**config.mk**
```make
export PLATFORM = sky130hd
export DESIGN_NAME = mem_port_arb_flat
export DESIGN_NICKNAME = d
export VERILOG_FILES = /design/src/rtl/mem_port_arb_if.sv /design/src/rtl/mem_port_arb.sv /design/src/flat_wrapper.sv
export SDC_FILE = /design/constraint.sdc
export NUM_CORES = 1
export LEC_CHECK = 0
export CAP_MARGIN = 0
export CORE_UTILIZATION = 35
export CTS_CLUSTER_DIAMETER = 80
export DETAILED_ROUTE_END_ITERATION = 8
export PLACE_DENSITY = 0.72
export SYNTH_ARGS = -nofsm -noshare
export SYNTH_HDL_FRONTEND = slang
export SYNTH_SLANG_ARGS = --single-unit
```
**constraint.sdc**
```tcl
create_clock -name clk -period 1.72 [get_ports clk]
set_input_delay 0.258 -clock clk [delete_from_list [all_inputs] [get_ports clk]]
set_output_delay 0.258 -clock clk [all_outputs]
set_load 0.005 [all_outputs]
```
**src/rtl/mem_port_arb_if.sv**
```systemverilog
// rtl/mem_port_arb_if.sv - single-ported memory bus driven by mem_port_arb
interface mem_port_arb_if #(
   parameter int ADDR_W = 32,
   parameter int DATA_W = 32
) ();
   logic                m_valid;
   logic                m_ready;
   logic                m_we;
   logic [ADDR_W-1:0]   m_addr;
   logic [DATA_W-1:0]   m_wdata;
   logic [DATA_W/8-1:0] m_wstrb;
   logic                m_rvalid;
   logic [DATA_W-1:0]   m_rdata;

   modport master (
      output m_valid, m_we, m_addr, m_wdata, m_wstrb,
      input  m_ready, m_rvalid, m_rdata
   );

   modport slave (
      input  m_valid, m_we, m_addr, m_wdata, m_wstrb,
      output m_ready, m_rvalid, m_rdata
   );
endinterface

```
**src/rtl/mem_port_arb.sv**
```systemverilog
// rtl/mem_port_arb.sv - fixed-priority fetch/data arbiter sequencing one memory transaction at a time
module mem_port_arb #(
   parameter int ADDR_W = 32,
   parameter int DATA_W = 32
) (
   input  logic                clk,
   input  logic                rst,
   input  logic                i_req,
   input  logic [ADDR_W-1:0]   i_addr,
   input  logic                i_kill,
   output logic [DATA_W-1:0]   i_rdata,
   output logic                i_done,
   output logic                stall_i,
   input  logic                d_req,
   input  logic                d_we,
   input  logic [ADDR_W-1:0]   d_addr,
   input  logic [DATA_W-1:0]   d_wdata,
   input  logic [DATA_W/8-1:0] d_wstrb,
   output logic [DATA_W-1:0]   d_rdata,
   output logic                d_done,
   output logic                stall_d,
   mem_port_arb_if.master      mem
);
   typedef enum logic [1:0] {ST_IDLE, ST_REQ, ST_WAIT, ST_RESP} state_e;

   state_e              state_q, state_d;
   logic                owner_d_q, owner_d_d;
   logic                drop_q, drop_d;
   logic                m_we_q, m_we_d;
   logic [ADDR_W-1:0]   m_addr_q, m_addr_d;
   logic [DATA_W-1:0]   m_wdata_q, m_wdata_d;
   logic [DATA_W/8-1:0] m_wstrb_q, m_wstrb_d;
   logic [DATA_W-1:0]   i_rdata_q, i_rdata_d;
   logic [DATA_W-1:0]   d_rdata_q, d_rdata_d;

   always_ff @(posedge clk) begin
      if (rst) begin
         state_q   <= ST_IDLE;
         owner_d_q <= 1'b0;
         drop_q    <= 1'b0;
         m_we_q    <= 1'b0;
         m_addr_q  <= '0;
         m_wdata_q <= '0;
         m_wstrb_q <= '0;
         i_rdata_q <= '0;
         d_rdata_q <= '0;
      end else begin
         state_q   <= state_d;
         owner_d_q <= owner_d_d;
         drop_q    <= drop_d;
         m_we_q    <= m_we_d;
         m_addr_q  <= m_addr_d;
         m_wdata_q <= m_wdata_d;
         m_wstrb_q <= m_wstrb_d;
         i_rdata_q <= i_rdata_d;
         d_rdata_q <= d_rdata_d;
      end
   end

   always_comb begin
      state_d   = state_q;
      owner_d_d = owner_d_q;
      drop_d    = drop_q;
      m_we_d    = m_we_q;
      m_addr_d  = m_addr_q;
      m_wdata_d = m_wdata_q;
      m_wstrb_d = m_wstrb_q;
      i_rdata_d = i_rdata_q;
      d_rdata_d = d_rdata_q;

      case (state_q)
         ST_IDLE: begin
            // Data access belongs to the older instruction, so it wins.
            if (d_req) begin
               state_d   = ST_REQ;
               owner_d_d = 1'b1;
               m_we_d    = d_we;
               m_addr_d  = d_addr;
               m_wdata_d = d_wdata;
               m_wstrb_d = d_wstrb;
            end else if (i_req && !i_kill) begin
               state_d   = ST_REQ;
               owner_d_d = 1'b0;
               m_we_d    = 1'b0;
               m_addr_d  = i_addr;
               m_wdata_d = '0;
               m_wstrb_d = '0;
            end
         end
         ST_REQ: begin
            if (mem.m_ready) state_d = ST_WAIT;
         end
         ST_WAIT: begin
            if (mem.m_rvalid) begin
               state_d = ST_RESP;
               if (owner_d_q) d_rdata_d = mem.m_rdata;
               else           i_rdata_d = mem.m_rdata;
            end
         end
         ST_RESP: state_d = ST_IDLE;
         default: state_d = ST_IDLE;
      endcase

      // A flushed fetch still finishes on the bus; only its completion is hidden.
      if ((state_q == ST_REQ || state_q == ST_WAIT) && !owner_d_q && i_kill) drop_d = 1'b1;
      if (state_d == ST_IDLE) drop_d = 1'b0;
   end

   assign mem.m_valid = (state_q == ST_REQ);
   assign mem.m_we    = m_we_q;
   assign mem.m_addr  = m_addr_q;
   assign mem.m_wdata = m_wdata_q;
   assign mem.m_wstrb = m_wstrb_q;

   assign d_done  = (state_q == ST_RESP) && owner_d_q;
   assign i_done  = (state_q == ST_RESP) && !owner_d_q && !drop_q && !i_kill;
   assign i_rdata = i_rdata_q;
   assign d_rdata = d_rdata_q;
   assign stall_i = i_req & ~i_done;
   assign stall_d = d_req & ~d_done;
endmodule

```
**src/flat_wrapper.sv**
```systemverilog
// flat-port wrapper written by rule: the top's interface ports become plain ports
module mem_port_arb_flat 
#(
   parameter int ADDR_W = 32,
   parameter int DATA_W = 32
)
  (clk, rst, i_req, i_addr, i_kill, i_rdata, i_done, stall_i, d_req, d_we, d_addr, d_wdata, d_wstrb, d_rdata, d_done, stall_d, mem_m_valid, mem_m_we, mem_m_addr, mem_m_wdata, mem_m_wstrb, mem_m_ready, mem_m_rvalid, mem_m_rdata);
  mem_port_arb_if #(.ADDR_W(ADDR_W), .DATA_W(DATA_W)) mem_i ();
  input  logic clk;
  input  logic rst;
  input  logic i_req;
  input  logic [ADDR_W-1:0] i_addr;
  input  logic i_kill;
  output logic [DATA_W-1:0] i_rdata;
  output logic i_done;
  output logic stall_i;
  input  logic d_req;
  input  logic d_we;
  input  logic [ADDR_W-1:0] d_addr;
  input  logic [DATA_W-1:0] d_wdata;
  input  logic [DATA_W/8-1:0] d_wstrb;
  output logic [DATA_W-1:0] d_rdata;
  output logic d_done;
  output logic stall_d;
  output wire logic [$bits(mem_i.m_valid)-1:0] mem_m_valid;
  output wire logic [$bits(mem_i.m_we)-1:0] mem_m_we;
  output wire logic [$bits(mem_i.m_addr)-1:0] mem_m_addr;
  output wire logic [$bits(mem_i.m_wdata)-1:0] mem_m_wdata;
  output wire logic [$bits(mem_i.m_wstrb)-1:0] mem_m_wstrb;
  input wire logic [$bits(mem_i.m_ready)-1:0] mem_m_ready;
  input wire logic [$bits(mem_i.m_rvalid)-1:0] mem_m_rvalid;
  input wire logic [$bits(mem_i.m_rdata)-1:0] mem_m_rdata;
  assign mem_m_valid = mem_i.m_valid;
  assign mem_m_we = mem_i.m_we;
  assign mem_m_addr = mem_i.m_addr;
  assign mem_m_wdata = mem_i.m_wdata;
  assign mem_m_wstrb = mem_i.m_wstrb;
  assign mem_i.m_ready = mem_m_ready;
  assign mem_i.m_rvalid = mem_m_rvalid;
  assign mem_i.m_rdata = mem_m_rdata;
  mem_port_arb #(.ADDR_W(ADDR_W), .DATA_W(DATA_W)) u_core (.clk(clk), .rst(rst), .i_req(i_req), .i_addr(i_addr), .i_kill(i_kill), .i_rdata(i_rdata), .i_done(i_done), .stall_i(stall_i), .d_req(d_req), .d_we(d_we), .d_addr(d_addr), .d_wdata(d_wdata), .d_wstrb(d_wstrb), .d_rdata(d_rdata), .d_done(d_done), .stall_d(stall_d), .mem(mem_i));
endmodule
```
==> results of run 1 <==
[state kept, by name, summed over array words and instances (netlist names)]
signal	flops
u_core.i_rdata	32
u_core.drop_q	1
u_core.state_q	2
u_core.mem.m_addr	32
u_core.d_rdata	32
u_core.mem.m_wstrb	4
u_core.mem.m_wdata	32
u_core.owner_d_q	1
u_core.mem.m_we	1
[timing repair]
| action | CTS | global route |
|---|---|---|
| gates cloned | 0 | 2 |
| setup buffers | 1 | 3 |
| pin swaps | 1 | 2 |
| endpoints found under the setup margin | 6 | 66 |
| gates resized for setup | 21 | 12 |
[cells by family (layout without fill, tap and decap cells)]
logic type | count (synthesis) | count (layout) | share of synthesized area [%]
adder cells (fa/ha/maj) | 6 | 6 | 1.38
multiplexers | 32 | 32 | 5.89
flip-flops | 137 | 137 | 50.4
AND/OR/NAND/NOR | 254 | 254 | 19.4
buffers and inverters | 54 | 337 | 5.66
AO/OA/AOI/OAI | 140 | 140 | 17.2
[stage by stage]
step / utilization [%] / TNS, ns / instance area, um2 / instances
6_report: 59.8 / 0 / 9080 / 1094
5_1_grt: 59.8 / -0.756 / 9080 / 1094
4_1_cts: 59.3 / -0.125 / 9010 / 1089
3_5_place_dp: 55.2 / -0.951 / 8400 / 1056
3_3_place_gp: 55.2 / -0.579 / 8400 / 1056
2_1_floorplan: - / 0 / 5440 / 623
[cell type report]
type,count,share of cell area [%]
timing repair buffer,303,34.0
sequential,137,30.2
multi-input combinational,432,26.9
clock buffer,21,5.07
tap,188,2.59
clock inverter,11,1.07
inverter,2,0.0826
[power by group through the flow]
| stage | Combinational [mW] | Sequential (mW) | Clock [mW] |
|---|---|---|---|
| floorplan | 1.54 | 3.90 | 0 |
| global placement | 3.02 | 3.84 | 0 |
| detailed placement | 3.05 | 3.85 | 0 |
| CTS | 3.11 | 3.81 | 3.51 |
| global route | 3.48 | 3.86 | 3.66 |
| finish | 3.20 | 3.81 | 3.42 |
[worst paths after layout]
kind / startpoint / end / slack, ns / depth (start not counted)
min: rst / u_core.owner_d_q / 0.19 / 2
min reg2reg: u_core.mem.m_wdata[4] / u_core.mem.m_wdata[4] / 0.45 / 2
max: u_core.state_q[0] / u_core.mem.m_addr[6] / 0.05 / 8
max reg2reg: u_core.state_q[0] / u_core.mem.m_addr[6] / 0.05 / 8
[synthesized netlist by cell type (2+ instances only)]
cell type,instances,share of area (%)
nand2_1,169,12
dfxtp_1,137,50
a21oi_1,102,9.4
nand3_1,38,3.5
nor2_1,35,2.4
mux2i_1,32,5.9
a211oi_2,28,6.4
clkbuf_1,17,1.2
buf_2,12,1.1
buf_4,10,1.4
buf_6,7,1.5
buf_1,6,0.41
ha_1,6,1.4
a211oi_1,5,0.69
nor2b_1,3,0.35
inv_1,2,0.14
o22a_1,2,0.32
[layer usage]
layer / GRT usage (%) / vias up / routed length [um]
met5: 0 / - / 13
met1: 23.8 / 2417 / 6930
met3: 6.66 / 20 / 1130
li1: - / 2644 / -
met4: 9.00 / 2 / 304
met2: 33.1 / 200 / 8140
==> metrics.md, run 1 <==
| Metric | Value |
|---|---|
| Max FO, Critical Path | `20` |
| Final net count | `around 1000` |
| Overall Global Routing Usage | `between 20% and 30%` |
| Cells after Synth | `623` |
| FP Rows | `45` |
| Iteration-0 DRC Markers | `around 230` |
| CTS Hold Buffers Added | `0` |
| Synth async-reset ratio | `0%` |
| PnR worst setup slack | `0.0475 ns` |
| Worst-path clk slew | `0.06 ns` |
| Number of synthesized flops with an enable pin | `0` |
| Tcrit/Tclk final | `between 90% and 100%` |
| I/O pins | `roughly 280` |
| Layout area overhead | `67.1%` |
| Setup Viol. Count Final | `0` |
| Power Internal | `7.38 mW` |
| Crit. End Element | `register` |
| Cts bufs inserted | `17` |
| Die area | `16000 um2` |
| Post-route ant nets | `0` |
| Slew HR | `between 70% and 80%` |
| Via count | `about 5300` |
| Wire per inst | `15.1 um` |
| Critical path arrival | `about 2.0 ns` |
| Power Total | `10.4 mW` |
| Die height | `between 100 and 150 um` |
| RePlAce Congestion | `0.762` |
| Total global routing overflow | `0` |
| Drt drc | `0` |
| Sequential cell fraction of total power | `36.5%` |
| Core Area | `15200 um2` |
| Vias in the first global route | `between 4000 and 5000` |
| Mapped Area | `5440 um2` |
| CTS max path bufs | `2` |
| Post-synthesis sequential area ratio | `50.4%` |
| First-pass GRT wire length | `around 25 mm` |
| Logic pwr share | `a little under a third` |
| Initial antenna violation count | `1` |
| Ys flop type | `dfxtp_1` |
| FF+latch area | `2750 um2` |
| Largest stage delay, worst path | `~0.33 ns` |
| Max-slew violations | `0` |
| Hold crit path type | `in2reg` |
| Starting density of the core | `around 36%` |
| Largest net degree at the start of global routing | `71` |
| Diode count | `0` |
| Clk_skew | `roughly 0.0057 ns` |
| Most frequent cells in the layout | `clkdlybuf4s50_1, nand2_1, dfxtp_1` |
| IO Port Bufs | `between 200 and 300` |
| Crit path top cell by count | `buf_4` |
| Die width | `about 130 um` |
| Synth Area per Inst | `slightly below 9 um2` |
| Fill cells | `~1300` |
| CP max-delay cell | `dfxtp_2` |
| Clock power share | `32.8%` |
| H-tree level count | `4` |
| Max-cap violations | `0` |
| Hold Fails Final Rpt | `0` |
| Clock root cell | `clkbuf_16` |
| Worst slew pin tran | `roughly 0.36 ns` |
| Sink Count | `137` |
| Multi-input gate area | `between 2000 and 2500 um2` |
| Synth Register Bits | `around 140` |
| Family with the most delay on the worst path | `buffers and inverters` |
| Library cells used by synthesis | `29` |
| RSZ-0062 raised after global routing | `true` |
| Buf/Inv on CP | `5` |
| Post-Syn Nets | `around 770` |
| Placed wire-length estimate | `11.2 mm` |
| Crit path required time | `around 2.0 ns` |
| Via density | `4.83` |
| Min Tclk post-route | `roughly 1.7 ns` |
| DR pass1 iterations | `4` |
| Clk_lat worst skew | `slightly above 0.4 ns` |
| Fmax | `598 MHz` |
| CTS tree | `done` |
| Worst Setup Start Kind | `register` |
| WL final | `approximately 17 mm` |
| Critical Path, Cell by Cell | `buf_4 > buf_4 > inv_2 > ha_2 > o21a_4 > buf_4 > clkbuf_16 > a211oi_2` |
| Most common cell after layout, fill and taps aside | `clkdlybuf4s50_1` |
| Worst vdd ir | `a little over 0.0007 V` |
| CP Class | `reg2reg` |
| Sw power | `just over 3 mW` |
| Outcome | `completed` |
| Final Hold Slack | `between 0.15 and 0.2 ns` |
| Layout cells sized above 1 | `11.8%` |
| Sw Share | `29.3%` |
| P_leak | `3.30 nW` |
| Synth Warn # | `0` |
| Pre-CTS setup slack | `-0.261 ns` |
| Power per Cell Area | `around 1100 nW/um2` |
Note: power is estimated with default switching activity, not from simulation.
==> run 2, diff against run 1 <==
GPL_ROUTABILITY_DRIVEN = 0   (was default)
==> results of run 2 <==
Same layout as run 1: the final DEF is identical, and so are final timing and power.
==> run 3, diff against run 2 <==
ABC_AREA = 1   (was default)
==> run 3 against run 2 <==
Net effect: critical path depth down 2; clock skew up 0.0057 ns; first-iteration DRC count down 28%; sequential cell count unchanged; hold slack better by 0.21 ns; sequential power down 5.8%; sequential share of layout area down 0.28 points; global-route usage up 0.77 points; power down 9.7%; fmax about the same; register-to-register slack better by 0.07 ns; wire length up 0.35%; critical endpoint is now stall_i; highest routed layer is now met4.
==> metrics.md, run 3 <==
| Metric | Value |
|---|---|
| Die height | `127 um (about the same)` |
| Min Tclk post-route | `1.67 ns (about the same)` |
| Worst Setup Start Kind | `register (unchanged)` |
| Yosys top cell by area | `dfxtp_1 (unchanged)` |
| Largest stage delay, worst path | `0.35 ns (was 0.33 ns)` |
| Largest family of logic cells by synthesized area | `simple AND/OR/NAND/NOR gates (unchanged)` |
| Via density | `4.55 (was 4.83)` |
| Sum Neg Setup Slack | `0 ns (unchanged)` |
| CP Class | `reg2out (was reg2reg)` |
| Max-cap violations | `0 (unchanged)` |
| Met2 Usage GRT | `34.4% (was 33.1%)` |
| Slew HR | `72.6% (was 76.1%)` |
| Starting density of the core | `35.9% (was 35.8%)` |
| Grt met1 use | `23.9% (was 23.8%)` |
| Layout cells sized above 1 | `8.20% (was 11.8%)` |
| Most frequent cells in the layout | `clkdlybuf4s50_1, nand2_1, dfxtp_1 (unchanged)` |
| Cts bufs inserted | `17 (unchanged)` |
| Outcome | `completed (unchanged)` |
| H-tree level count | `4 (unchanged)` |
| Hold Fails Final Rpt | `0 (unchanged)` |
| Flop-to-flop setup slack | `0.12 ns (was 0.05 ns)` |
| Max-slew violations | `0 (unchanged)` |
| Final Instance Area | `9170 um2 (was 9080 um2)` |
| Core Area | `15200 um2 (unchanged)` |
| Die width | `127 um (about the same)` |
| I/O pins | `278 (unchanged)` |
| Post-route ant nets | `0 (unchanged)` |
| Final Hold Slack | `0.400 ns (was 0.194 ns)` |
| PnR worst setup slack | `0.0482 ns (was 0.0475 ns)` |
| Placed Area | `8450 um2 (was 8400 um2)` |
| Critical path arrival | `1.41 ns (was 1.96 ns)` |
| Final net count | `1157 (was 1039)` |
| Family with the most delay on the worst path | `flip-flops (was buffers and inverters)` |
| Synth Register Bits | `137 (unchanged)` |
| Sink Count | `137 (unchanged)` |
| Most used routing layer | `met2 (unchanged)` |
| FP Rows | `45 (unchanged)` |
| Worst-path clk slew | `0.06 ns (about the same)` |
| Clk_skew | `0.0115 ns (was 0.00575 ns)` |
| Ys flop type | `dfxtp_1 (unchanged)` |
| Crit path required time | `1.46 ns (was 2.00 ns)` |
| Overall Global Routing Usage | `20.9% (was 20.1%)` |
| Setup Viol. Count Final | `0 (unchanged)` |
| Power per Cell Area | `1030 nW/um2 (was 1150 nW/um2)` |
| Max FO, Critical Path | `2 (was 20)` |
| Die area | `16100 um2 (was 16000 um2)` |
| Post-Syn Nets | `878 (was 769)` |
| Clock root cell | `clkbuf_16 (unchanged)` |
| DR pass1 iterations | `4 (unchanged)` |
| Grt met3 use | `9.74% (was 6.66%)` |
| RSZ-0062 raised after global routing | `false (was true)` |
| WL final | `16.6 mm (was 16.5 mm)` |
| Clk_lat worst skew | `0.42 ns (was 0.41 ns)` |
| Via count | `5511 (was 5283)` |
| Worst slew pin tran | `0.412 ns (was 0.359 ns)` |
| Simple-Gate Fraction of Synth Area | `23.4% (was 19.4%)` |
| Iteration-0 DRC Markers | `163 (was 227)` |
| Post-synth top area share | `50.3% (was 50.4%)` |
| Most frequent cell after synthesis | `nand2_1 (unchanged)` |
| Crit. End Element | `output port (was register)` |
| CTS tree | `done (unchanged)` |
| Synth Area in Compound Gates | `15.5% (was 17.2%)` |
| CTS max path bufs | `2 (unchanged)` |
| Initial antenna violation count | `0 (was 1)` |
| Layout area overhead | `68.1% (was 67.1%)` |
| XOR/XNOR Fraction of Synth Area | `0% (unchanged)` |
| Total global routing overflow | `0 (unchanged)` |
| Hold crit path type | `in2reg (unchanged)` |
| Mux share of post-synthesis cell area | `0% (was 5.89%)` |
| Most common cell after layout, fill and taps aside | `clkdlybuf4s50_1 (unchanged)` |
| Critical Path, Cell by Cell | `ha_4 > nand3_4 > nor2_4 > buf_6 > nor2_4 > buf_6 (was buf_4 > buf_4 > inv_2 > ha_2 > o21a_4 > buf_4 > clkbuf_16 > a211oi_2)` |
| Drt drc | `0 (unchanged)` |
| Fill cells | `1383 (was 1340)` |
| CP max-delay cell | `dfxtp_4 (was dfxtp_2)` |
| Fin util | `60.3% (was 59.8%)` |
| P_leak | `3.72 nW (was 3.30 nW)` |
| Fmax | `598 MHz (about the same)` |
| Number of synthesized flops with an enable pin | `0 (unchanged)` |
| Post-synthesis sequential area ratio | `50.3% (was 50.4%)` |
| Synth async-reset ratio | `0% (unchanged)` |
| Pre-CTS setup slack | `-0.163 ns (was -0.261 ns)` |
| Synth Area per Inst | `7.45 um2 (was 8.73 um2)` |
| Largest net degree at the start of global routing | `52 (was 71)` |
| Wire per inst | `13.7 um (was 15.1 um)` |
| Mapped Area | `5460 um2 (was 5440 um2)` |
| IO Port Bufs | `277 (unchanged)` |
| Synth area leaders | `dfxtp_1, nand2_1, nor2_1 (was dfxtp_1, nand2_1, a21oi_1)` |
| Worst vdd ir | `0.000574 V (was 0.000725 V)` |
| Synth top cells by count | `nand2_1, dfxtp_1, nor2_1, a21oi_1, o21ai_0 (was nand2_1, dfxtp_1, a21oi_1, nand3_1, nor2_1)` |
| Placed wire-length estimate | `11.8 mm (was 11.2 mm)` |
| First-pass GRT wire length | `26.5 mm (was 25.2 mm)` |
| Vias in the first global route | `5269 (was 4865)` |
| Diode count | `0 (unchanged)` |
| Tcrit/Tclk final | `97.2% (about the same)` |
| Library cells used by synthesis | `24 (was 29)` |
| Synth Warn # | `0 (unchanged)` |
| Buf/Inv on CP | `2 (was 5)` |
| Adder-cell share of the synthesized area | `1.38% (about the same)` |
| Cells after Synth | `732 (was 623)` |
run 3: cell types whose count changed after synthesis, sizes merged, moves of 14 or more:
cell | before | now
a211oi | 33 | 0
nand2 | 169 | 183
a21oi | 102 | 71
o21ai | 1 | 97
nand3 | 38 | 8
nor2 | 35 | 132
inv | 2 | 50
mux2i | 32 | 0
run 3: cell families (layout without fill, tap and decap cells):
family / count (synthesis) / after routing
AOI/OAI and AO/OA: 168 / 168
buffers and inverters: 97 / 389
DFF: 137 / 137
and+or+nand+nor: 324 / 324
adders and majority gates: 6 / 6
run 3: worst paths after layout:
path / depth (start not counted) / from / end
max: 6 / u_core.state_q[1] / stall_i
min: 3 / d_wdata[5] / u_core.mem.m_wdata[5]
min reg2reg: 2 / u_core.d_rdata[1] / u_core.d_rdata[1]
max reg2reg: 9 / u_core.state_q[0] / u_core.i_rdata[21]
run 3: metrics by stage:
step,instances,total power [mW]
after global routing,1212,9.88
after CTS,1212,9.50
after detailed placement,1179,5.58
final,1212,9.42
after floorplan,732,4.50
after global placement,1179,5.56
run 3: where the power goes:
group / switching, mW / leakage, nW / internal [mW]
clock network: 1.42 / 0.300 / 2.45
registers: 0.134 / 1.12 / 3.45
logic: 0.872 / 2.30 / 1.09
run 3: worst min-delay path: stages:
cell and delay (ns):
clkdlybuf4s50_1 0.39, nand2_1 0.06, a21oi_1 0.05
run 3: metal layers:
| layer | part of all wire [%] | up-vias | wire length, um |
|---|---|---|---|
| met4 | 1.5 | 0 | 249 |
| li1 | - | 2863 | - |
| met3 | 11 | 17 | 1770 |
| met5 | 0 | - | 0 |
| met2 | 45 | 201 | 7460 |
| met1 | 43 | 2430 | 7090 |
run 3: area by class of cell:
cell class / instances / area, um2 / share of cell area, %
timing repair buffer: 306 / 3100 / 33.8
sequential: 137 / 2750 / 30.0
multi-input combinational: 498 / 2260 / 24.7
clock buffer: 20 / 437 / 4.76
tap: 188 / 235 / 2.56
inverter: 51 / 204 / 2.22
clock inverter: 12 / 189 / 2.06
run 3: what timing repair did:
action / CTS / global route
pin swaps: 2 / 2
endpoints found under the setup margin: 11 / 34
cloned: 0 / 0
buffers inserted: 1 / 0
hold buffers: 0 / 0
resized for setup: 22 / 15
